## config.mk

```make
export PLATFORM = sky130hd
export DESIGN_NAME = c2h_dsc_byp_ctrl
export DESIGN_NICKNAME = d
export VERILOG_FILES = /design/src/rtl/c2h_byp_pkg.sv /design/src/rtl/c2h_ring_idx.sv /design/src/rtl/c2h_dsc_byp_ctrl.sv
export SDC_FILE = /design/constraint.sdc
export NUM_CORES = 1
export LEC_CHECK = 0
export ABC_AREA = 1
export BUFFER_PORTS_ARGS = -buffer_cell sky130_fd_sc_hd__buf_2
export CAP_MARGIN = 20
export CORE_MARGIN = 3
export CORE_UTILIZATION = 35
export CTS_CLUSTER_DIAMETER = 200
export CTS_CLUSTER_SIZE = 12
export DETAILED_ROUTE_END_ITERATION = 10
export PLACE_DENSITY_LB_ADDON = 0.05
export REMOVE_ABC_BUFFERS = 1
export SYNTH_ARGS = -nofsm -noshare
export SYNTH_HDL_FRONTEND = slang
export SYNTH_SLANG_ARGS = --single-unit
```

## constraint.sdc

```tcl
create_clock -name clk -period 1.6 [get_ports clk]
set_input_delay 0.48 -clock clk [delete_from_list [all_inputs] [get_ports clk]]
set_output_delay 0.48 -clock clk [all_outputs]
set_load 0.01 [all_outputs]
```

## src/rtl/c2h_byp_pkg.sv

```systemverilog
// Shared types and constants for the C2H descriptor-bypass feeder and its ring index logic.
package c2h_byp_pkg;

  typedef enum logic {
    IDLE = 1'b0,
    LOAD = 1'b1
  } byp_st_e;

  // XDMA descriptor control bit positions
  localparam int CTL_STOP      = 0;
  localparam int CTL_COMPLETED = 1;
  localparam int CTL_EOP       = 4;

  // Ring indices carry one extra wrap bit above the slot number
  function automatic int ring_idx_w(input int nr_slots);
    return $clog2(nr_slots) + 1;
  endfunction

endpackage

```

## src/rtl/c2h_ring_idx.sv

```systemverilog
// Wrap-bit producer index plus registered consumer index; full is combinational from the two
// registers, so a consumer update is visible one cycle after it is sampled.
module c2h_ring_idx
  import c2h_byp_pkg::*;
#(
  parameter  int NR_SLOTS = 16,
  localparam int W        = ring_idx_w(NR_SLOTS)
) (
  input  logic         clk,
  input  logic         rst,
  input  logic         inc,
  input  logic [W-1:0] cons_idx,
  output logic [W-1:0] idx,
  output logic         full
);

  logic [W-1:0] idx_q, idx_d;
  logic [W-1:0] cons_q, cons_d;

  always_comb begin
    idx_d  = idx_q + W'(inc);
    cons_d = cons_idx;
  end

  always_ff @(posedge clk or posedge rst) begin
    if (rst) begin
      idx_q  <= '0;
      cons_q <= '0;
    end else begin
      idx_q  <= idx_d;
      cons_q <= cons_d;
    end
  end

  assign idx  = idx_q;
  // Modular difference; the wrap bit separates "empty" from "full"
  assign full = (idx_q - cons_q) == W'(NR_SLOTS);

endmodule

```

## src/rtl/c2h_dsc_byp_ctrl.sv

```systemverilog
// XDMA C2H descriptor-bypass feeder: one registered descriptor per ring slot, at most 1 per 2 clk.
// A raised load holds until dsc_byp_ready; issue stalls on ring full or MAX_OUT unretired descriptors.
module c2h_dsc_byp_ctrl
  import c2h_byp_pkg::*;
#(
  parameter logic [63:0] HOST_BASE  = 64'h1_0000_0000,
  parameter int          SLOT_BYTES = 4096,
  parameter int          NR_SLOTS   = 16,
  parameter int          IDX_W      = 4,
  parameter int          MAX_OUT    = 4,
  parameter logic [15:0] DSC_CTL    = 16'h0000
) (
  input  logic             clk,
  input  logic             rst,
  input  logic             enable,
  input  logic [IDX_W:0]   host_cons_idx,
  input  logic             dsc_byp_ready,
  output logic             dsc_byp_load,
  output logic [63:0]      dsc_byp_dst_addr,
  output logic [63:0]      dsc_byp_src_addr,
  output logic [27:0]      dsc_byp_len,
  output logic [15:0]      dsc_byp_ctl,
  input  logic             mon_tvalid,
  input  logic             mon_tready,
  input  logic             mon_tlast,
  output logic [IDX_W:0]   prod_idx,
  output logic [IDX_W:0]   outstanding,
  output logic             ring_full,
  output logic             err_orphan_last
);

  localparam int             SLOT_SHIFT = $clog2(SLOT_BYTES);
  localparam logic [IDX_W:0] MAX_OUT_C  = (IDX_W+1)'(MAX_OUT);

  byp_st_e        state_q, state_d;
  logic [63:0]    dst_q, dst_d;
  logic [IDX_W:0] out_q, out_d;
  logic           orphan_q, orphan_d;
  logic           accept;
  logic           retire;

  assign accept = dsc_byp_load && dsc_byp_ready;
  assign retire = mon_tvalid && mon_tready && mon_tlast;

  c2h_ring_idx #(
    .NR_SLOTS (NR_SLOTS)
  ) u_ring (
    .clk      (clk),
    .rst      (rst),
    .inc      (accept),
    .cons_idx (host_cons_idx),
    .idx      (prod_idx),
    .full     (ring_full)
  );

  always_comb begin
    state_d = state_q;
    dst_d   = dst_q;
    case (state_q)
      IDLE: begin
        if (enable && !ring_full && (out_q < MAX_OUT_C)) begin
          state_d = LOAD;
          // Slot bits only: the wrap bit never reaches the address
          dst_d   = HOST_BASE + (64'(prod_idx[IDX_W-1:0]) << SLOT_SHIFT);
        end
      end
      LOAD: begin
        if (dsc_byp_ready) begin
          state_d = IDLE;
        end
      end
    endcase
  end

  always_comb begin
    out_d    = out_q;
    orphan_d = orphan_q;
    if (accept && !retire) begin
      out_d = out_q + 1'b1;
    end else if (retire && !accept && (out_q != '0)) begin
      out_d = out_q - 1'b1;
    end
    if (retire && (out_q == '0)) begin
      orphan_d = 1'b1;
    end
  end

  always_ff @(posedge clk or posedge rst) begin
    if (rst) begin
      state_q  <= IDLE;
      dst_q    <= HOST_BASE;
      out_q    <= '0;
      orphan_q <= 1'b0;
    end else begin
      state_q  <= state_d;
      dst_q    <= dst_d;
      out_q    <= out_d;
      orphan_q <= orphan_d;
    end
  end

  assign dsc_byp_load     = (state_q == LOAD);
  assign dsc_byp_dst_addr = dst_q;
  assign dsc_byp_src_addr = 64'h0;
  assign dsc_byp_len      = 28'(SLOT_BYTES);
  assign dsc_byp_ctl      = DSC_CTL;
  assign outstanding      = out_q;
  assign err_orphan_last  = orphan_q;

endmodule

```

==> results_dict.tcl <==
set metrics [dict create \
    clockPowerShare_pct 11.8 \
    core_area_sq_um 6460 \
    cts_tree "built" \
    power_density_nw_per_um2 1400 \
    final_cells 417 \
    syn_avg_cell_area_sq_um 8.11 \
    grt_pass1_vias 1029 \
    violations "negative setup slack" \
    h-tree-depth 1 \
    period_needed_ps 1910 \
    crit_family "flip-flops" \
    synth_area_sq_um 2370 \
    clock_latency_ps 270 \
    die_h_um 88.4 \
    drt-initial-drc-count 23 \
    worst_setup_path_end_kind "primary output" \
    fp.dieW_um 88.4 \
    status "complete, but fails checks" \
    power_leakage_uw 0.00140 \
    routed_wl_um 3910 \
    dpl.hpwl_um 3320 \
    yosysWarnings 0 \
    power_frac_comb_pct 59.7 \
    vias 1319 \
    cts_root_buffer "clkbuf_8" \
    seq_power_share_pct 28.5 \
    finalSetupViolCount 6 \
    regArea_sq_um 526 \
    crit_fanout 4 \
    rsz0062_at_grt "yes" \
    cts_max_path_buffers 2 \
    hold_viol 0 \
    holdBufCountCts 0 \
    cts_buffers 3 \
    drt_first_pass_iters 4 \
    final_cell_mix "168 x conb_1, 35 x nand2_1, 27 x buf_2" \
    multiInputGateArea_sq_um 1240 \
    worst_slack_ps -309 \
    critPathKind "register to primary output" \
    start_kind "register" \
    final_nets 363 \
    grt_pass1_wl_um 5060 \
    holdWs_ps 236 \
    antenna_cells 0 \
    crit_chain "ha_4, nand2_1, nand3_1, nand2_1, nand3_2, inv_2, buf_6" \
    p_int_uw 1730 \
    crit_arrival_ps 1430 \
    ys_seq_elements 21 \
    routedWlPerCell_um 9.38 \
    dieArea_sq_um 7810 \
    cap_violations 0 \
    period_share_pct 119 \
    fin_util_pct 35.0 \
    critPathMaxStageDelay_ps 420 \
    place_ws_ps -268 \
    final_layout_size_suffix_gt1_share_pct 22.1 \
    clk_pin_slew_ps 90 \
    grt_max_degree 22 \
    slew_violations 0 \
    via_per_inst 3.16 \
    final_common_cell "conb_1" \
    route.detailed.drc 0 \
    grt.overflow.total 0 \
    hp-class "primary input to asynchronous set/reset pin" \
    grt.total_usage_pct 8.45 \
    p_sw_uw 1420 \
    placed_cells 411 \
    grt_antenna_before_repair 0 \
    final_antenna_net_count 0 \
    rrSetupSlack_ps -40 \
    path_buf_inv 2 \
    slowest_stage "dfrtp_1" \
    switching_share_pct 45.1 \
    clock_skew_ps 3.55 \
    rows 29 \
    place.gp.congestion 0.727 \
    portBuffers 28 \
    start_util_pct 36.8 \
    fmax_mhz 524 \
    ys_types 23 \
    synth_cells 293 \
    nFillCells 687 \
    cp_common_cell "nand2_1" \
    peakVddDrop_uv 618 \
    clock-sinks 21 \
    worstPathRequired_ps 1120 \
    area_growth_syn_to_layout_pct -4.90 \
    ios 197 \
    ys_seq_area_share_pct 22.1 \
]
registers in the layout, summed over array words and instances (netlist names):
| register | cells |
|---|---|
| dsc_byp_dst_addr | 4 |
| dsc_byp_load | 1 |
| err_orphan_last | 1 |
| outstanding | 5 |
| u_ring.cons_q | 5 |
| u_ring.idx | 5 |
power groups by stage:
| stage | combinational (uW) | clock [uW] | sequential (uW) |
|---|---|---|---|
| 2_1_floorplan | 935 | 0 | 991 |
| 3_3_place_gp | 1710 | 0 | 889 |
| 3_5_place_dp | 1690 | 0 | 887 |
| 4_1_cts | 1780 | 402 | 890 |
| 5_1_grt | 2160 | 421 | 927 |
| 6_report | 1890 | 372 | 899 |
area by class of cell:
class	instances	share of cell area [%]
Multi-Input combinational cell	252	54.8
Sequential cell	21	23.3
Timing Repair Buffer	45	12.5
Tap cell	77	4.27
Inverter	18	2.99
Clock buffer	3	1.83
Clock inverter	1	0.332
kinds of logic (layout without fill, tap and decap cells):
family                   after synthesis  after routing  share of synthesized area, %
other                                  2            168                         0.316
buffers and inverters                186             67                          56.0
XOR/XNOR                               6              6                          2.21
AND/OR/NAND/NOR                       61             61                          11.6
flip-flops                            21             21                          22.1
AO/OA/AOI/OAI                          7              7                          2.16
adder cells (fa/ha/maj)               10             10                          5.58
cell usage after synthesis:
library cell  number  area share (%)
a21boi_4           1            0.79
a21oi_1            2            0.42
and3_2             1            0.32
buf_4            168              53
conb_1             2            0.32
dfrtp_1           21              22
fa_1               1            0.84
ha_1               9             4.7
inv_1             17             2.7
inv_2              1            0.16
nand2_1           37             5.8
nand2_2            2            0.53
nand3_1           11             2.3
nand3_2            2            0.84
nand3b_1           1            0.32
nor2_1             5            0.79
nor2_2             1            0.26
nor3_2             1            0.42
o21ai_0            1            0.21
o21ai_1            2            0.42
o21bai_1           1            0.32
xnor2_1            3             1.1
xor2_1             3             1.1
worst min-delay path: stages:
cell and delay [ps]:
buf_2 90, inv_1 40, buf_4 290
timing repair:
action,4_1_cts,5_1_grt
endpoints found under the setup margin,2,8
buffers inserted,1,1
resized for setup,9,14
gates cloned,0,0
pin swaps,7,5
layer usage:
layer	wire, um	GRT usage, %	vias up
met3	340	1.12	2
met4	39	3.71	0
met5	0	0	-
li1	-	-	652
met2	1950	13.5	93
met1	1580	11.4	572
final timing paths:
kind                                                  start                                to  cells after the start
min in group clk                           host_cons_idx[0]        u_ring.cons_q[0]$_DFF_PP0_                      1
hold reg to reg            dsc_byp_dst_addr[15]$_DFFE_PP0P_  dsc_byp_dst_addr[15]$_DFFE_PP0P_                      2
hold / removal                                          rst           u_ring.idx[2]$_DFF_PP0_                      3
setup / recovery                    u_ring.idx[3]$_DFF_PP0_                         ring_full                      7
max in group asynchronous                               rst        outstanding[0]$_DFFE_PP0P_                      3
setup reg to reg                    u_ring.idx[3]$_DFF_PP0_            dsc_byp_load$_DFF_PP0_                     11
stage by stage:
stage / instance area (sq um) / total power, uW / setup TNS, ps
6_report: 2260 / 3160 / -402
5_1_grt: 2260 / 3510 / -1000
4_1_cts: 2190 / 3070 / -327
3_5_place_dp: 2090 / 2580 / -885
3_3_place_gp: 2090 / 2600 / -851
2_1_floorplan: 1740 / 1930 / -288
Note: power is estimated with default switching activity, not from simulation.
